**config.mk**
```make
export PLATFORM = sky130hd
export DESIGN_NAME = brent_kung_diff_pipe
export DESIGN_NICKNAME = d
export VERILOG_FILES = /design/src/rtl/brent_kung_diff_pipe.sv
export SDC_FILE = /design/constraint.sdc
export NUM_CORES = 1
export LEC_CHECK = 0
export CORE_MARGIN = 3
export CORE_UTILIZATION = 55
export DETAILED_ROUTE_END_ITERATION = 6
export PLACE_DENSITY_LB_ADDON = 0.3
export SETUP_SLACK_MARGIN = 0.1
export SLEW_MARGIN = 10
export SYNTH_ARGS = -nofsm -noshare
export SYNTH_HDL_FRONTEND = slang
export SYNTH_SLANG_ARGS = --single-unit
```
**constraint.sdc**
```tcl
create_clock -name clk -period 5 [get_ports clk]
set_input_delay 0.5 -clock clk [delete_from_list [all_inputs] [get_ports clk]]
set_output_delay 0.5 -clock clk [all_outputs]
set_load 0.03 [all_outputs]
```
**src/rtl/brent_kung_diff_pipe.sv**
```systemverilog
// brent_kung_diff_pipe
//   Recovers operand B from a 12-bit adder's {carry, sum} result and its
//   operand A: out_opb = (in_sum - in_opa) mod 2^WIDTH. out_err flags pairs
//   that no WIDTH-bit B can produce (SUM < A, or SUM - A >= 2^WIDTH).
//   The subtract is a Brent-Kung parallel-prefix adder computing
//   in_sum + ~{1'b0, in_opa} + 1. It is split over two register stages:
//     stage 1: p/g vectors plus the up-sweep (reduction) tree
//     stage 2: down-sweep, carry-in merge, sum XOR and error flag (out_*)
//   The pipeline uses valid/ready flow control, with 2-cycle latency and
//   a throughput of 1 beat per cycle.
//
// Parameters
//   WIDTH  operand width; in_sum is WIDTH+1 bits
//   CNT_W  statistics counter width (only with BK_DIFF_STATS_EN)
//
// Ports
//   clk, rst              rising-edge clock, synchronous active-high reset
//   in_valid / in_ready   input handshake; in_ready has no path from in_valid
//   in_sum, in_opa        adder result {carry, sum} and operand A
//   out_valid / out_ready output handshake
//   out_opb, out_err      recovered operand B and error flag
//   stat_beats, stat_errs accepted-beat / error-result counters
//                         (present only when BK_DIFF_STATS_EN is defined)
//
// Optional feature macro: BK_DIFF_STATS_EN

module brent_kung_diff_pipe #(
  parameter int WIDTH = 12,
  parameter int CNT_W = 16
) (
  input  logic             clk,
  input  logic             rst,
  input  logic             in_valid,
  output logic             in_ready,
  input  logic [WIDTH:0]   in_sum,
  input  logic [WIDTH-1:0] in_opa,
  output logic             out_valid,
  input  logic             out_ready,
  output logic [WIDTH-1:0] out_opb,
  output logic             out_err
`ifdef BK_DIFF_STATS_EN
  ,
  output logic [CNT_W-1:0] stat_beats,
  output logic [CNT_W-1:0] stat_errs
`endif
);

  // The prefix tree spans the WIDTH+1 operand bits. The carry out of its
  // top bit becomes result bit WIDTH+1.
  localparam int M    = WIDTH + 1;
  localparam int LVLS = $clog2(M);

  if (CNT_W < 1) begin : g_bad_cnt_w
    $error("CNT_W must be at least 1");
  end

  logic         adv1, adv2, s1_valid;
  logic [M-1:0] x_op, y_op, p_in, g_in, up_g, up_p;
  logic [M-1:0] s1_p, s1_g, s1_pp;
  logic [M-1:0] dn_g, dn_p;
  logic [M:0]   carry, diff;

  // Flow control: a stage advances when it is empty or its successor moves.
  assign adv2     = ~out_valid | out_ready;
  assign adv1     = ~s1_valid | adv2;
  assign in_ready = adv1;

  // Stage 1 combinational: operand prep, p/g, up-sweep.
  // A is zero-extended, then inverted; the +1 is the tree's carry-in.
  always_comb begin
    x_op = in_sum;
    y_op = {1'b1, ~in_opa};
    p_in = x_op ^ y_op;
    g_in = x_op & y_op;
    // NOTE: blocking assignments in always_comb; each level reads the values
    // the previous level just produced, and every target gets a default first.
    up_g = g_in;
    up_p = p_in;
    for (int l = 0; l < LVLS; l++) begin
      for (int i = (2 << l) - 1; i < M; i += (2 << l)) begin
        up_g[i] = up_g[i] | (up_p[i] & up_g[i - (1 << l)]);
        up_p[i] = up_p[i] & up_p[i - (1 << l)];
      end
    end
  end

  always_ff @(posedge clk) begin
    // NOTE: sequential state uses non-blocking assignments only.
    if (rst) s1_valid <= 1'b0;
    else if (adv1) s1_valid <= in_valid;
  end

  // NOTE: datapath registers are not reset; they are only consumed while
  // their valid bit is set, and the valid bits are reset.
  always_ff @(posedge clk) begin
    if (adv1 && in_valid) begin
      s1_p  <= p_in;
      s1_g  <= up_g;
      s1_pp <= up_pp_sel(up_p);
    end
  end

  function automatic logic [M-1:0] up_pp_sel(input logic [M-1:0] v);
    return v;
  endfunction

  // Stage 2 combinational: down-sweep fills the remaining prefix positions.
  // After it, (dn_g[i], dn_p[i]) covers bits [i:0]. The carry-in of 1
  // then turns each prefix into carry[i+1] = G | P.
  always_comb begin
    dn_g = s1_g;
    dn_p = s1_pp;
    for (int l = LVLS - 2; l >= 0; l--) begin
      for (int i = 3 * (1 << l) - 1; i < M; i += (2 << l)) begin
        dn_g[i] = dn_g[i] | (dn_p[i] & dn_g[i - (1 << l)]);
        dn_p[i] = dn_p[i] & dn_p[i - (1 << l)];
      end
    end
    carry = {dn_g | dn_p, 1'b1};
    diff  = {1'b0, s1_p} ^ carry;
  end

  always_ff @(posedge clk) begin
    if (rst) begin
      out_valid <= 1'b0;
      out_opb   <= '0;
      out_err   <= 1'b0;
    end else if (adv2) begin
      out_valid <= s1_valid;
      if (s1_valid) begin
        out_opb <= diff[WIDTH-1:0];
        // No carry out of the top bit means a borrow (SUM < A). Bit WIDTH set
        // means the difference does not fit in WIDTH bits.
        out_err <= ~diff[WIDTH+1] | diff[WIDTH];
      end
    end
  end

`ifdef BK_DIFF_STATS_EN
  always_ff @(posedge clk) begin
    if (rst) begin
      stat_beats <= '0;
      stat_errs  <= '0;
    end else begin
      if (in_valid && adv1) stat_beats <= stat_beats + CNT_W'(1);
      if (out_valid && out_ready && out_err) stat_errs <= stat_errs + CNT_W'(1);
    end
  end
`else
  // Statistics counters are not built in this configuration.
`endif

endmodule

```
## Yosys cells after proc, flatten, opt, wreduce, memory -nomap -nowiden

Cells that the tools add are included.

| word-level totals | value |
|---|---|
| bits in registers | 54 |
| input port bits | 29 |

| operators by class | value |
|---|---|
| bitwise logic cells | 68 |
| reduce and logical (&&, ||, !) cells | 2 |

Operators by type and width:

| operator | count |
|---|---|
| 1-bit bitwise AND | 38 |
| 1-bit OR | 22 |
| 13-bit by 14-bit XOR with 14-bit output | 1 |
| 13-bit bitwise AND | 1 |
| 13-bit OR | 1 |
| 13-bit XOR | 1 |
| 12-bit inverter | 1 |
| 1-bit inverter | 3 |
| 2-bit AND reduction | 1 |
| 1-bit logical AND | 1 |

## Longest topological paths before layout

| depth | value |
|---|---|
| depth after elaboration | 8 |
| mapped depth | 5 |
| depth with buffers taken out | 5 |

## Worst setup path after synthesis

OpenSTA, ideal clock, no wires.

| timing path | value |
|---|---|
| kind | register to register |
| from | reg out_valid |
| to | reg s1_g[0], enable pin |
| library setup time | 392 ps |
| data arrival time | 1784 ps |
| setup slack | 2824 ps |
| stages on the path, launching flop included | 5 |
| path buffers | 1 |
| cell sequence | dfxtp_1 nor2b_4 buf_6 nand2_1 and2_1 |

| on the way | value |
|---|---|
| longest elaborated chain between the ends | 4 |

RTL lines:

| element | line | text |
|---|---|---|
| start, declared | 37 | `output logic out_valid,` |
| start signal, assigned | 129 | `out_valid <= s1_valid;` |
| 1-bit inverter | 64 | `assign adv2 = ~out_valid \| out_ready;` |
| 1-bit OR | 64 |  |
| 1-bit OR | 65 | `assign adv1 = ~s1_valid \| adv2;` |
| via in_ready | 34 | `output logic in_ready,` |
| 1-bit logical AND | 96 | `if (adv1 && in_valid) begin` |
| end signal, assigned | 98 | `s1_g <= up_g;` |
| end, declared | 59 | `logic [M-1:0] s1_p, s1_g, s1_pp;` |

The timed path passes the listed nets, and every way through them passes these cells.
A chain may end at the register's enable or synchronous reset.

## Worst setup path after layout

| timing path | value |
|---|---|
| from | in out_ready |
| to | out in_ready |

| on the way | value |
|---|---|
| longest elaborated chain between the ends | 2 |

RTL lines:

| element | line | text |
|---|---|---|
| start, declared | 38 | `input logic out_ready,` |
| 1-bit OR | 64 |  |
| 1-bit OR | 65 |  |
| end, declared | 34 |  |

Every way passes these cells.

==> qor.yml <==
antenna_cells: 0
pre_cts_slack_ns: 2.43
grt_pass1_wl_mm: 7.00
synth_top_cell_area_share_pct: 43.4
worstSetupPathType: "in2out"
antenna_left: 0
synth_commonest_cells: "32 x edfxtp_1, 17 x inv_1, 15 x dfxtp_1"
drt-pass1-iter-count: 4
numPortBuffers: 43
start_util_pct: 58.7
irDropWorstVdd_mv: 0.219
timing.setup.tns_ns: 0
cp_top_family: "buffers and inverters"
worst_pin_slew_ns: 0.861
antenna_found_initial: 0
clock-root-buffer: "clkbuf_8"
cp_common_cell: "clkdlybuf4s50_1"
nNetsFinal: 271
dieArea_mm2: 0.00482
htreeDepth: 2
drc: 0
synthArstFlopShare_pct: 0
synth_area_mm2: 0.00221
drive_gt1_share_pct: 4.33
synth-edff-count: 32
synth_most_common_cell: "edfxtp_1"
ys.flop_type: "edfxtp_1"
viasPerCell: 5.80
cts_tree: "yes"
worstPathMaxFanout: 19
outcome: "complete, no violations"
power_leakage_nw: 1.03
synthSimpleGateAreaFrac_pct: 13.1
skew_ns: 0.00697
cp_data_arrival_time_ns: 2.07
insertion_delay_ns: 0.30
p_per_area_mw_per_mm2: 299
wl_per_cell_um: 15.3
cts.sinks: 47
hold_path_class: "reg2reg"
clk_path_buf_depth: 2
overflow: 0
worstPathRequired_ns: 4.50
start_kind: "primary input"
hpwl_mm: 3.15
syn_to_final_growth_pct: 24.2
grt_max_degree: 33
via_count: 1617
yosys.area.top_type: "edfxtp_1"
yosys.area_share.adder_pct: 6.78
startpoint: "out_ready"
io_pins: 44
fin_crit_ns: 2.57
setup-violations-final: 0
drv_cap: 0
critical_path.max_stage_delay_ns: 0.63
path_clk_slew_ns: 0.08
cp.buffers_inverters: 2
gp_congestion: 0.787
cpMaxStageDelayCell: "clkdlybuf4s50_1"
std_cell_rows: 22
synth_xor_area_share_pct: 0
postSynthCellCount: 189
cts_made_buffers: 5
holdWs_ns: 0.483
num-fill-cells: 247
worstPathCellList: "clkdlybuf4s50_1 -> nor2b_4 -> nand2_1 -> clkdlybuf4s50_1"
worstSetupPathDepth: 4
synth_mux_area_share_pct: 0
r2r_slack_ns: 2.95
setup_ws_ns: 2.43
endpoint_kind: "primary output"
r2r_cells: 3
wl_mm: 4.28
die_w_um: 69.5
maxSlewViolCount: 0
yosys_warnings: 0
syn_nets: 230
grt_pass1_vias: 1502
avgSynthCellArea_um2: 11.7
drt_iter0_drc: 119
reg2reg_from: "s1_valid$_SDFFE_PP0N_"
hold_buffers: 0
crit_path_end: "in_ready"
hold_violations: 0
core_region_area_mm2: 0.00377
yosysUniqueCellTypes: 38
rr_endpoint: "out_opb[8]$_SDFFE_PP0P_"
netlist_top_cells_area: "edfxtp_1 43%, dfxtp_1 14%, ha_1 6.8%"
synth-compound-area-share_pct: 17.9
synth_top_family_by_area: "compound AO/OA/AOI/OAI gates"
ys_seq_area_share_pct: 56.9
slew_headroom_pct: 42.4
synth_seq_cells: 47
die_h_um: 69.5
postCtsSetupBuffers: 0
fmax_mhz: 390
gr-usage-all-layers_pct: 18.1
rsz0062_at_grt: "no"
cts_resized: 0
finalCritPeriodShare_pct: 51.3
[routing by layer]
layer / GRT usage (%) / part of all wire [%]
met5: 0 / 0
met4: 6.94 / 1.7
met3: 4.49 / 5.4
met2: 29.1 / 51
met1: 23.5 / 42
[worst min-delay path by stage]
stage	start	end	slack, ns	cells after the start
2_1_floorplan	s1_p[0]$_DFFE_PP_	out_opb[0]$_SDFFE_PP0P_	0.46	1
3_3_place_gp	out_opb[1]$_SDFFE_PP0P_	out_opb[1]$_SDFFE_PP0P_	0.46	2
3_5_place_dp	out_opb[1]$_SDFFE_PP0P_	out_opb[1]$_SDFFE_PP0P_	0.47	2
4_1_cts	out_opb[1]$_SDFFE_PP0P_	out_opb[1]$_SDFFE_PP0P_	0.48	2
5_1_grt	out_opb[8]$_SDFFE_PP0P_	out_opb[8]$_SDFFE_PP0P_	0.51	2
6_report	out_opb[8]$_SDFFE_PP0P_	out_opb[8]$_SDFFE_PP0P_	0.48	2
[cell type report]
cell class                 count  area, um2  share of cell area, %
clock buffer                   7       86.3                   3.14
timing repair buffer          44        438                   15.9
clock inverter                 1       5.00                  0.182
tap                           48       60.1                   2.18
multi-input combinational    115        836                   30.4
inverter                      17       63.8                   2.32
sequential                    47       1260                   45.9
[power by group]
group / total [mW] / internal, mW / leakage (nW) / switching (mW)
Combinational: 0.126 / 0.0624 / 0.541 / 0.0639
Sequential: 0.469 / 0.449 / 0.442 / 0.0201
Clock: 0.226 / 0.111 / 0.0482 / 0.115
Total: 0.822 / 0.623 / 1.03 / 0.199
[stage by stage]
step / instance area, um2 / util (%) / total power, mW / instances
6_report: 2750 / 72.9 / 0.822 / 279
3_5_place_dp: 2660 / 70.5 / 0.604 / 271
3_3_place_gp: 2660 / 70.5 / 0.597 / 271
4_1_cts: 2750 / 72.9 / 0.827 / 279
2_1_floorplan: 2210 / - / 0.546 / 189
5_1_grt: 2750 / 72.9 / 0.857 / 279
[sequential cells by signal, summed over array words and instances (netlist names)]
name,cells
s1_valid,1
out_opb,12
out_err,1
out_valid,1
s1_g,13
s1_pp,6
s1_p,13
[cell families (layout without fill, tap and decap cells)]
kind of cell,count (synthesis),in the layout
adder cells (fa/ha/maj),12,12
AND/OR/NAND/NOR,45,45
buffers and inverters,27,69
flip-flops,47,47
AO/OA/AOI/OAI,58,58
[worst reg2reg max path: cells and delay by family (launching register included)]
kind | cells | cell delay [ns]
AO/OA/AOI/OAI | 1 | 0.14
buffers and inverters | 1 | 0.43
flip-flops | 1 | 0.77
AND/OR/NAND/NOR | 1 | 0.62
[placed cells by master (no fill, tap or decap), types with 4 or more instances in the layout]
| master | netlist | routed |
|---|---|---|
| clkbuf_8 | 0 | 6 |
| nor2_1 | 7 | 7 |
| o21a_1 | 6 | 6 |
| inv_1 | 17 | 17 |
| a21o_1 | 5 | 5 |
| ha_1 | 12 | 12 |
| a21oi_1 | 14 | 14 |
| o311ai_0 | 4 | 4 |
| nand4b_1 | 5 | 5 |
| nor2b_1 | 5 | 5 |
| and2_1 | 6 | 6 |
| o2111ai_1 | 5 | 5 |
| o21ai_0 | 12 | 12 |
| clkdlybuf4s50_1 | 0 | 43 |
| edfxtp_1 | 32 | 32 |
| dfxtp_1 | 15 | 15 |
Note: power is estimated with default switching activity, not from simulation.
==> RTL change 1, RTL diff (same settings) <==
`WIDTH`: 12 -> 6.
--- a/src/rtl/brent_kung_diff_pipe.sv
+++ b/src/rtl/brent_kung_diff_pipe.sv
@@ -27,3 +27,3 @@
 module brent_kung_diff_pipe #(
-  parameter int WIDTH = 12,
+  parameter int WIDTH = 6,
   parameter int CNT_W = 16
Ports: changed (resized in_opa, in_sum and out_opb); port bits go from 44 to 26. The function was not compared with the original's and may differ.
==> RTL change 1 against the original RTL <==
Final area decreased by 48%; global-route usage decreased by 1.4 points; clock power decreased by 62%; maximum frequency increased by 7.9%; setup slack improved by 190 ps; clock skew increased by 2.1 ps; power decreased by 50%; routed wire length decreased by 54%; final cell count decreased by 49%; first-iteration DRC count decreased by 87%; sequential cell count decreased by 21; area after synthesis decreased by 48%; sequential share of layout area increased by 2.6 points; critical endpoint unchanged.
==> RTL change 1: results (changes against the original RTL) <==
* Largest stage delay on the critical path at 610 ps (was 630 ps)
* Worst VDD drop at 0.179 mV (was 0.219 mV)
* Lkg Pwr at 0.545 nW (was 1.03 nW)
* Top flop regs: s1_g: 7 flops, s1_p: 7 flops, out_opb: 6 flops (was s1_g: 13 flops, s1_p: 13 flops, out_opb: 12 flops)
* CTS Buffer Depth at 2 (unchanged)
* Number of H-tree levels at 1 (was 2)
* Post-DP HPWL at 1.49 mm (was 3.15 mm)
* Syn Nets at 116 (was 230)
* Port bufs at 25 (was 43)
* Critical Path AT at 1880 ps (was 2070 ps)
* Initial drt markers at 16 (was 119)
* Final net count at 142 (was 271)
* Final Hold Vio Count at 0 (unchanged)
* Post-synth ARST share at 0% (unchanged)
* Share of cells above drive strength 1 at 3.39% (was 4.33%)
* HP Class: reg2reg (unchanged)
* Setup repair bufs after CTS at 0 (unchanged)
* Total GRT Usage at 16.7% (was 18.1%)
* Synth cell types at 29 (was 38)
* Avg WL per Cell at 13.9 µm (was 15.3 µm)
* Post-synth EDFFs at 17 (was 32)
* CTS Hold Bufs at 0 (unchanged)
* First-pass GRT wire length at 3.28 mm (was 7.00 mm)
* Met2 Usage GRT at 29.7% (was 29.1%)
* First-pass DRT Iterations at 4 (unchanged)
* Via/cell ratio at 5.70 (was 5.80)
* Worst-case clock skew at 9.08 ps (was 6.97 ps)
* Met1 Use GR at 19.8% (was 23.5%)
* Max FO, Critical Path at 10 (was 19)
* Clock transition at path regs at 120 ps (was 80 ps)
* Register area share after synthesis at 60.5% (was 56.9%)
* Vias in the first global route at 758 (was 1502)
* CTS buffer count at 3 (was 5)
* Root Buffer: clkbuf_4 (was clkbuf_8)
* Actual slew at the worst max-slew pin at 736 ps (was 861 ps)
* Post-synth top cells: edfxtp_1 (17), dfxtp_1 (9), inv_1 (8), a21oi_1 (7) (was edfxtp_1 (32), inv_1 (17), dfxtp_1 (15), a21oi_1 (14))
* Met3 usage at 4.01% (was 4.49%)
* Ranking of synthesized cells by area: edfxtp_1 (45%), dfxtp_1 (16%), ha_1 (6.6%) (was edfxtp_1 (43%), dfxtp_1 (14%), ha_1 (6.8%))
* Status: complete, no violations (unchanged)
* Initial antenna violation count at 0 (unchanged)
* Synth warn at 0 (unchanged)
* Resized Gates After CTS at 0 (unchanged)
* Number of diodes at 0 (unchanged)
* Pin count of the biggest net entering global routing at 18 (was 33)
* Slowest cell on the critical path: clkdlybuf4s50_1 (unchanged)
* Synth Flop Type: edfxtp_1 (unchanged)
* Routability Congestion at 0.736 (was 0.787)
* Clk_lat worst skew at 310 ps
-- RTL change 1: kinds of logic (layout without fill, tap and decap cells) --
family	count (synthesis)	after routing	share of synthesized area [%]
AOI/OAI and AO/OA	27	27	15.9
DFF	26	26	60.5
and+or+nand+nor	22	22	12.3
buffers and inverters	12	37	4.71
adders and majority gates	6	6	6.58
-- RTL change 1: worst max-delay path, delay by kind of cell --
kind | cells | cell delay (ps)
buf+inv | 2 | 1060
simple gates | 2 | 310
-- RTL change 1: power breakdown --
group / internal, mW / switching (mW) / total [mW]
logic: 0.0327 / 0.0311 / 0.0639
registers: 0.247 / 0.00953 / 0.257
clock network: 0.0311 / 0.0557 / 0.0868
-- RTL change 1: metrics by stage --
step                      instances  hold WS [ps]  util (%)  setup slack (ps)  instance area (µm²)
after CTS                       143           483      77.5              2620                 1430
after detailed placement        139           468      76.1              2620                 1400
final                           143           482      77.5              2620                 1430
after global routing            143           503      77.5              2570                 1430
after global placement          139           459      76.1              2630                 1400
after floorplan                  93           461         -              3180                 1140
-- RTL change 1: layer usage --
metal,share of wire (%),vias to the layer above
met5,0,-
met3,7.7,4
li1,-,400
met2,51,33
met1,40,378
met4,0.60,0
-- RTL change 1: final cells by class --
class | count | area, µm²
inverter | 8 | 30.0
fill | 135 | 414
sequential | 26 | 691
clock buffer | 4 | 26.3
tap | 25 | 31.3
timing repair buffer | 25 | 250
multi-input combinational | 55 | 397
-- RTL change 1: final timing paths --
| check | endpoint | slack [ps] | start | cells after the start |
|---|---|---|---|---|
| worst max-delay path | in_ready | 2620 | out_ready | 4 |
| worst min-delay path | out_opb[2]$_SDFFE_PP0P_ | 480 | out_opb[2]$_SDFFE_PP0P_ | 2 |
| worst max register to register | out_opb[4]$_SDFFE_PP0P_ | 3420 | s1_valid$_SDFFE_PP0P_ | 3 |
| worst min register to register | out_opb[2]$_SDFFE_PP0P_ | 480 | out_opb[2]$_SDFFE_PP0P_ | 2 |
==> RTL change 2, RTL diff (same flow settings) <==
Made on the original files. Add a define of `BK_DIFF_STATS_EN`.
--- a/src/rtl/brent_kung_diff_pipe.sv
+++ b/src/rtl/brent_kung_diff_pipe.sv
@@ -25,2 +25,4 @@
 // Optional feature macro: BK_DIFF_STATS_EN
+
+`define BK_DIFF_STATS_EN
 
Function (old outputs only; new: stat_beats and stat_errs): kept (Yosys induction, for registers that start in step).
==> RTL change 2 against the original RTL <==
Power rose by 57%; register-to-register slack got worse by 90 ps; final area is 63% higher; routed wire length increased by 59%; clock power is 88% higher; final cell count is 75% higher; combinational power is 15% higher; utilization up 1.1 points; sequential cell count up 32; count of clock-buffer cells in the layout increased by 2; largest power group unchanged; area after synthesis up 59%; setup slack got worse by 74 ps.
==> RTL change 2: results (changes against the original RTL) <==
* Synth Flop Type: dfxtp_1 (was edfxtp_1)
* Final net count at 452 (was 271)
* Synth cell types at 42 (was 38)
* First-pass DRT Iterations at 4 (unchanged)
* Worst VDD drop at 0.199 mV (was 0.219 mV)
* Worst-case clock skew at 9.73 ps (was 6.97 ps)
* Clock transition at path regs at 80 ps (about the same)
* Synth Area per Inst at 10.5 µm² (was 11.7 µm²)
* Initial drt markers at 104 (was 119)
* Final instance area at 4490 µm² (was 2750 µm²)
* CTS buffer count at 9 (was 5)
* Register area share after synthesis at 54.0% (was 56.9%)
* Pre-CTS WS at 2170 ps (was 2430 ps)
* Clk_lat worst skew at 350 ps (was 300 ps)
* Max FO, Critical Path at 9 (was 19)
* Critical Path AT at 2140 ps (was 2070 ps)
* Top flop regs: stat_beats: 16 flops, stat_errs: 16 flops (was s1_g: 13 flops, s1_p: 13 flops, out_opb: 12 flops)
* Final WL at 6.80 mm (was 4.28 mm)
* Number of H-tree levels at 3 (was 2)
* Vias in the first global route at 2529 (was 1502)
* Number of diodes at 0 (unchanged)
* First-pass GRT wire length at 11.5 mm (was 7.00 mm)
* Routability Congestion at 0.837 (was 0.787)
* Final Hold Vio Count at 0 (unchanged)
* # setup viols final at 0 (unchanged)
* Fill count at 435 (was 247)
* Post-synth top cells: dfxtp_1 (47), nor2_1 (33), edfxtp_1 (32), a21oi_1 (19), nand2_1 (19) (was edfxtp_1 (32), inv_1 (17), dfxtp_1 (15), a21oi_1 (14))
* Ranking of synthesized cells by area: edfxtp_1 (27%), dfxtp_1 (27%), ha_1 (5.0%) (was edfxtp_1 (43%), dfxtp_1 (14%), ha_1 (6.8%))
* Share of cells above drive strength 1 at 7.49% (was 4.33%)
* Pin count of the biggest net entering global routing at 56 (was 33)
* HP Class: reg2reg (unchanged)
* DP Cell Count at 473 (was 271)
* Port bufs at 75 (was 43)
* Status: complete, no violations (unchanged)
* Relative slew margins at 23.9% (was 42.4%)
* Placed Area at 4310 µm² (was 2660 µm²)
* Total GRT Usage at 19.7% (was 18.1%)
* Vias at 2622 (was 1617)
* Syn Nets at 377 (was 230)
* Lkg Pwr at 1.70 nW (was 1.03 nW)
* Post-DP HPWL at 4.99 mm (was 3.15 mm)
* Non-Filler Instances at 489 (was 279)
## RTL change 2: critical path, cell delays in order
cell             delay, ps
clkdlybuf4s50_1        520
and3b_1                270
inv_2                  160
clkdlybuf4s50_1        690
## RTL change 2: report_power, final
part	leakage [nW]	switching [mW]	internal (mW)	total [mW]
clock	0.0785	0.241	0.184	0.425
sequential	0.700	0.0167	0.705	0.722
combinational	0.922	0.0761	0.0685	0.145
total	1.70	0.334	0.958	1.29
## RTL change 2: per-layer routing
metal  routed length, µm  up-vias  track usage, %
met5                   0        -               0
met3                 364       11            4.13
met2                3410       59            32.5
met4                 123        0            9.78
li1                    -     1329               -
met1                2900     1223            24.5
## RTL change 2: kinds of logic (layout without fill, tap and decap cells)
kind of cell | count (synthesis) | after routing | share of synthesized area [%]
and+or+nand+nor | 133 | 133 | 20.8
xor gates and xnor gates | 26 | 26 | 6.47
DFF | 79 | 79 | 54.0
adders and majority gates | 14 | 14 | 4.98
AOI/OAI and AO/OA | 45 | 45 | 7.43
buffers and inverters | 28 | 108 | 3.31
muxes | 9 | 9 | 3.06
## RTL change 2: final timing paths
kind,cells after the start,endpoint,from,slack [ps]
max,4,in_ready,out_ready,2360
min,1,out_opb[0]$_SDFFE_PP0P_,s1_p[0]$_DFFE_PP_,460
max reg2reg,4,s1_p[4]$_DFFE_PP_,out_valid$_SDFFE_PP0P_,2860
min reg2reg,1,out_opb[0]$_SDFFE_PP0P_,s1_p[0]$_DFFE_PP_,460
## RTL change 2: layout make-up
type | instances | share of cell area [%]
sequential | 79 | 42.4
multi-input combinational | 227 | 33.5
timing repair buffer | 75 | 16.6
clock buffer | 9 | 2.76
tap | 75 | 2.09
inverter | 17 | 1.42
clock inverter | 7 | 1.25
